### src/rtl/crank_wheel_gen.sv
// ---------------------------------------------------------------------------
// crank_wheel_gen
//   Missing-tooth crankshaft wheel signal generator (e.g. 60-2). It produces
//   a registered tooth waveform with a programmable tooth pitch. Used for
//   on-board self-test, loopback into the tooth-wheel capture block, and as
//   a simulation stimulus source.
//
// Ports
//   clk        : module clock
//   rst        : synchronous active-high reset
//   en         : 1 = generate; 0 = stop at the next slot boundary
//   period     : tooth pitch in clk cycles, sampled at each slot start
//                (values 0..3 are clamped to 4)
//   cap        : registered wheel signal (tooth level = ~CAP_INV)
//   tooth_idx  : current slot number, 0..TEETH_TOTAL-1
//   rev_strobe : one-cycle pulse in the first cycle of slot 0
//   busy       : 1 while generating or draining the current slot
// ---------------------------------------------------------------------------
module crank_wheel_gen #(
  parameter int TEETH_TOTAL   = 60,
  parameter int TEETH_MISSING = 2,
  parameter int PER_WIDTH     = 24,
  parameter int TCNT_WIDTH    = 6,
  parameter bit CAP_INV       = 1'b0
) (
  input  logic                  clk,
  input  logic                  rst,
  input  logic                  en,
  input  logic [PER_WIDTH-1:0]  period,
  output logic                  cap,
  output logic [TCNT_WIDTH-1:0] tooth_idx,
  output logic                  rev_strobe,
  output logic                  busy
);

  localparam logic [TCNT_WIDTH-1:0] LAST_SLOT  = TCNT_WIDTH'(TEETH_TOTAL - 1);
  localparam logic [TCNT_WIDTH-1:0] PHYS_SLOTS = TCNT_WIDTH'(TEETH_TOTAL - TEETH_MISSING);
  localparam logic [PER_WIDTH-1:0]  MIN_PER    = PER_WIDTH'(4);

  typedef enum logic [1:0] {
    ST_IDLE  = 2'd0,
    ST_RUN   = 2'd1,
    ST_DRAIN = 2'd2
  } state_t;

  state_t                  state_q, state_d;
  logic [PER_WIDTH-1:0]    ph_q, ph_d;      // phase within the current slot
  logic [PER_WIDTH-1:0]    p_q, p_d;        // active (latched) slot length
  logic [TCNT_WIDTH-1:0]   idx_q, idx_d;
  logic                    cap_q, cap_d;
  logic                    rev_q, rev_d;

  logic [PER_WIDTH-1:0]    per_clamped;
  logic                    slot_end;
  logic                    tooth_on;

  // ---------------------------------------------------------------------
  // Next-state logic. The outputs are registered, so cap/rev_strobe are
  // derived from the *next* phase/slot/period so they line up with the
  // counters they describe.
  // ---------------------------------------------------------------------
  always_comb begin
    state_d     = state_q;
    ph_d        = ph_q;
    p_d         = p_q;
    idx_d       = idx_q;
    per_clamped = (period < MIN_PER) ? MIN_PER : period;
    // p_q is never below 4, so p_q-1 cannot underflow; ph never exceeds
    // P-1, so the phase counter cannot overflow even for P = 2^W-1.
    slot_end    = (ph_q == (p_q - PER_WIDTH'(1)));

    case (state_q)
      ST_IDLE: begin
        if (en) begin
          state_d = ST_RUN;
          ph_d    = '0;
          idx_d   = '0;
          p_d     = per_clamped;
        end
      end

      ST_RUN, ST_DRAIN: begin
        if (slot_end) begin
          // Slot boundary: en decides between a normal advance and a stop.
          // A slot is never truncated, whatever en did inside it.
          ph_d = '0;
          if (en) begin
            state_d = ST_RUN;
            idx_d   = (idx_q == LAST_SLOT) ? '0 : idx_q + TCNT_WIDTH'(1);
            p_d     = per_clamped;
          end else begin
            state_d = ST_IDLE;
            idx_d   = '0;
          end
        end else begin
          ph_d = ph_q + PER_WIDTH'(1);
          if ((state_q == ST_RUN) && !en) begin
            state_d = ST_DRAIN;
          end
        end
      end

      default: begin
        state_d = ST_IDLE;
        ph_d    = '0;
        idx_d   = '0;
      end
    endcase

    // Tooth is active for the first floor(P/2) cycles of a physical slot.
    tooth_on = (state_d != ST_IDLE) && (idx_d < PHYS_SLOTS) && (ph_d < (p_d >> 1));
    cap_d    = tooth_on ^ CAP_INV;
    rev_d    = (state_d != ST_IDLE) && (idx_d == '0) && (ph_d == '0);
  end

  always_ff @(posedge clk) begin
    if (rst) begin
      state_q <= ST_IDLE;
      ph_q    <= '0;
      p_q     <= MIN_PER;
      idx_q   <= '0;
      cap_q   <= CAP_INV;
      rev_q   <= 1'b0;
    end else begin
      state_q <= state_d;
      ph_q    <= ph_d;
      p_q     <= p_d;
      idx_q   <= idx_d;
      cap_q   <= cap_d;
      rev_q   <= rev_d;
    end
  end

  assign cap        = cap_q;
  assign tooth_idx  = idx_q;
  assign rev_strobe = rev_q;
  assign busy       = (state_q != ST_IDLE);

endmodule

### config.mk
export PLATFORM = sky130hd
export DESIGN_NAME = crank_wheel_gen
export DESIGN_NICKNAME = d
export VERILOG_FILES = /design/src/rtl/crank_wheel_gen.sv
export SDC_FILE = /design/constraint.sdc
export NUM_CORES = 1
export LEC_CHECK = 0
export ABC_AREA = 1
export BUFFER_PORTS_ARGS = -buffer_cell sky130_fd_sc_hd__buf_2
export CAP_MARGIN = 10
export CORE_MARGIN = 2
export CORE_UTILIZATION = 31
export CTS_CLUSTER_DIAMETER = 150
export DETAILED_ROUTE_END_ITERATION = 8
export GPL_TIMING_DRIVEN = 0
export PLACE_DENSITY = 0.47
export SLEW_MARGIN = 0
export SYNTH_ARGS = -nofsm -noshare
export SYNTH_HDL_FRONTEND = slang
export SYNTH_SLANG_ARGS = --single-unit
### constraint.sdc
create_clock -name clk -period 4.8 [get_ports clk]
set_input_delay 0.96 -clock clk [delete_from_list [all_inputs] [get_ports clk]]
set_output_delay 0.96 -clock clk [all_outputs]
set_load 0.005 [all_outputs]
Yosys cells after proc, flatten, opt, wreduce, memory -nomap -nowiden
Cells that the tools add are included.

word-level totals
  register bits after elaboration = 58
  input port bits = 27
  output and inout port bits = 9
  word-level logic and storage cells = 49

cells by class
  add/subtract/negate cells = 3
  $lt $le $gt $ge = 3
  equal/unequal tests = 5
  multiplexer cells = 17
  reductions and logical operators = 14

operators with widths
  operator               number
  $mux 24                5
  $pmux 24 s2            2
  $add 24x1->24 const B  1
  $eq 24x24->1           1
  $logic_not 24->1       1
  $lt 24x23->1           1
  $lt 24x3->1 const B    1
  $mux 6                 4
  $sub 24x1->24 const B  1
  $pmux 6 s2             1
  $add 6x1->6 const B    1
  $eq 6x6->1 const B     1
  $logic_not 6->1        1
  $lt 6x6->1 const B     1
  $mux 2                 3
  $reduce_bool 2->1      3
  $logic_and 1x1->1      5
  $pmux 2 s2             1
  $eq 2x1->1 const B     1
  $eq 2x2->1 const B     1
  $logic_not 2->1        1
  $ne 2x2->1 const B     1
  $reduce_and 2->1       1
  $reduce_or 2->1        1
  2 further kinds        2

Logic depth before layout (Yosys ltp)
  depth in word-level cells = 8
  mapped depth = 31
  mapped depth without buffers = 30

Worst setup path before layout
OpenSTA, ideal clock, no wires.

  path kind = register -> register
  start = register p_q[0]
  end = register cap_q (netlist: cap)
  setup time = 0.070 ns
  arrival = 3.452 ns
  required time = 4.730 ns
  path slack = 1.279 ns
  cell stages (with the launch flop) = 31
  buffers on the path = 1
  period minus slack after synthesis = 3.521 ns
  path through = dfxtp_1 inv_2 ha_1 inv_1 nand2_1 nand2_1 nand2_1 nand2_1 nand2_1 nor2_1 nand2_1 nor2_1 nand2_1 nor3_2 nand3_2 nand2_2 buf_2 a32o_1 inv_1 ha_1 a21oi_1 o21ai_0 a21oi_1 o221ai_1 nand2_1 nand2_1 a211oi_1 nand2_1 nor2_1 nand2_1 a21oi_1

between the ends
  word-level cells in the longest chain between the ends = 7
  elaborated cells between the ends (all ways) = 15
  those cells by class = 1 x add/sub; 2 x order compare; 1 x eq/ne; 8 x mux; 3 x reduce/logical

RTL lines
  what                                                  line  RTL
  start: declaration                                    48    logic [PER_WIDTH-1:0] p_q, p_d;
  start signal: assignment                              127   p_q <= p_d;
  $sub 24x1->24 (*)                                     70    slot_end = (ph_q == (p_q - PER_WIDTH'(1)));
  $eq 24x24->1 (*)                                      70
  branches (longest 4 deep; another with $lt 24x23->1)  --
  $logic_and 1x1->1 (*)                                 111   tooth_on = (state_d != ST_IDLE) && (idx_d < PHYS_SLOTS) && (ph_d < (p_d >> 1));
  end signal: assignment                                129   cap_q <= cap_d;
  end: declaration                                      50    logic cap_q, cap_d;

Every way passes the cells marked *. The select of a mux whose other input is x is not followed.
A chain may end at the register's enable or synchronous reset.

Worst setup path in the final report
Ends and elaborated chain as after synthesis.

==> out/results.tsv <==
metric	value	unit
Hold Crit Depth	2	
GRT Overall Usage	0.233	
Final Non-Filler Cells	1150	
CTS tree	built	
Crit Path Class	reg -> reg	
VDD IR max	0.132	mV
sequential area share after synthesis	0.222	
power density over cell area	274	nW/um^2
number of antenna violations at the first check in global routing	0	
most frequent cells in the layout	228 x nand2_1, 153 x nor2_1, 106 x inv_1, 58 x dfxtp_1, 52 x nand3_1	
fin worst setup slack	0.308	ns
Avg WL per Cell	17.8	um
# rows	47	
mapped cell area	5220	um^2
Chip Width	134	um
Crit path top cell by count	nand2_1	
Die Height	134	um
Final GP Congestion	0.942	
crit-path leading delay family	simple AND/OR/NAND/NOR gates	
Cells after Synth	874	
Largest stage delay, worst path	0.38	ns
Yosys warnings	0	
pins over their slew limit	0	
WP data arrival	4.75	ns
syn_area_per_cell	5.97	um^2
# DRC	0	
dpl cells	1129	
synth unique cells	44	
#FFs+latches synth	58	
clk_lat worst skew	0.34	ns
Multi-input gate area	3520	um^2
largest net degree at the start of global routing	12	
clk slew on worst S/H paths	0.06	ns
TNS Setup	0	ns
share of cells above drive strength 1	0.106	
DR vias/cell	4.99	
commonest non-fill, non-tap cell in the layout	nand2_1	
Post-layout nets	980	
global-route wire length before repair	31300	um
port bufs	35	
Core ar.	16500	um^2
worst r2r path cells	28	
final hold vios	0	
metal2 WL	9360	um
fin crit period	4.49	ns
Clock Skew	0.00914	ns
Layout area overhead	15.3	%
post-detailed-routing wire length	20500	um
cts bufs inserted	9	
hpwl dp	16600	um
Initial DRT Pass Iterations	5	
Hold WC Path Type	reg -> reg	
clk root buf	clkbuf_16	
H-Tree Depth	3	
Worst setup EP type	flip-flop	
DR WL met3	893	um
die area	17900	um^2
Synth Flop Type	dfxtp_1	
vias	5737	
asr flop ratio synth	0	
pre-CTS WS	0.0629	ns
WP depth	28	
P_leak	2.87	nW
status	finished, final reports clean	
Max Cap Viol	0	
power consumption	0.00165	W
Post-CTS Hold Buffers	0	
DRT iter0 DRCs	473	
area occupied by registers	1160	um^2
crit path max-delay cell type	dfxtp_1	
Slew HR	0.519	
Buf/Inv on CP	3	
fillers	1856	
vias in the first global route	5510	
Final ANT Viol Nets	0	
startpoint types	flip-flop	
Critical Path RT	5.06	ns
CP Max Fanout	10	
clock sinks	58	
final worst-path cycle share	0.936	
RSZ-0062 raised after global routing	no	
clk buf depth	2	
initial core utilization	0.316	
Setup Viol. Count Final	0	
I/O pins	36	
fmax	223	MHz
Tightest Pin Transition	0.722	ns
uppermost routed layer	met4	
Synth Net Count	929	
Post-synth EDFFs	0	
gr ovfl total	0	
Antenna diodes	0	
met1 WL	9670	um
worst min-delay path, stage by stage (launching register included):
cell and delay, ns:
dfxtp_1 0.37, nand2_1 0.11, a21oi_1 0.06
cells in the mapped netlist, types with 9 or more instances:
library cell,number,area share
nor2_2,11,0.013
nand2_1,229,0.16
nand4_1,21,0.025
xor2_1,24,0.040
dfxtp_1,58,0.22
clkbuf_1,25,0.018
o211ai_1,10,0.014
nand3_1,52,0.050
nor3_1,12,0.012
a21oi_1,29,0.028
o21ai_0,19,0.018
ha_1,28,0.067
nor4_1,9,0.011
nor2_1,154,0.11
xnor2_1,12,0.020
a32o_1,11,0.021
inv_1,106,0.076
repair_timing:
item / in CTS / in global routing
resized for setup: 0 / 10
setup buffers: 0 / 5
endpoints found under the setup margin: 0 / 1
kinds of logic (layout without fill, tap and decap cells):
logic type / Yosys count / in the layout / share of synthesized area
AO/OA/AOI/OAI: 97 / 97 / 0.121
XOR/XNOR: 36 / 36 / 0.0604
adder cells (fa/ha/maj): 28 / 28 / 0.0671
buffers and inverters: 145 / 201 / 0.107
flip-flops: 58 / 58 / 0.222
AND/OR/NAND/NOR: 510 / 510 / 0.422
routing by layer:
metal,up-vias,GRT usage
met5,-,0
met4,0,0.0768
met3,30,0.0213
met2,149,0.382
met1,2642,0.321
li1,2916,-
per-stage QoR:
stage                     instance area (um^2)   util  hold WS (ns)
after CTS                                 5950  0.360         0.587
after floorplan                           5220      -         0.487
after detailed placement                  5670  0.343         0.578
final                                     6020  0.364         0.596
after global placement                    5670  0.343         0.577
after global routing                      6020  0.364         0.615
layout make-up:
class                      instances  share of cell area
buffer                            34              0.0245
clock buffer                      11              0.0403
clock inverter                     5             0.00665
inverter                         111              0.0692
multi-input combinational        671               0.585
sequential                        58               0.193
tap                              220              0.0457
timing repair buffer              40              0.0353
state kept, by name (all words and copies together), names as in the netlist:
register,flops
rev_strobe,1
state_q,2
ph_q,24
tooth_idx,6
cap,1
p_q,24
where the power goes:
group | leakage [nW] | total [W] | switching (W) | internal (W)
clock | 0.128 | 0.000612 | 0.000247 | 0.000365
combinational | 2.27 | 0.000485 | 0.000322 | 0.000163
sequential | 0.473 | 0.000552 | 0.0000451 | 0.000507
total | 2.87 | 0.00165 | 0.000614 | 0.00103
path summary, 6_finish.rpt:
check,from,slack (ns),endpoint
setup / recovery,p_q[0]$_SDFFE_PP0P_,0.31,cap$_SDFF_PP0_
hold / removal,p_q[1]$_SDFF_PP0_,0.60,p_q[1]$_SDFF_PP0_
setup reg to reg,p_q[0]$_SDFFE_PP0P_,0.31,cap$_SDFF_PP0_
hold reg to reg,p_q[1]$_SDFF_PP0_,0.60,p_q[1]$_SDFF_PP0_
No activity file was read; power rests on OpenSTA's default activity.
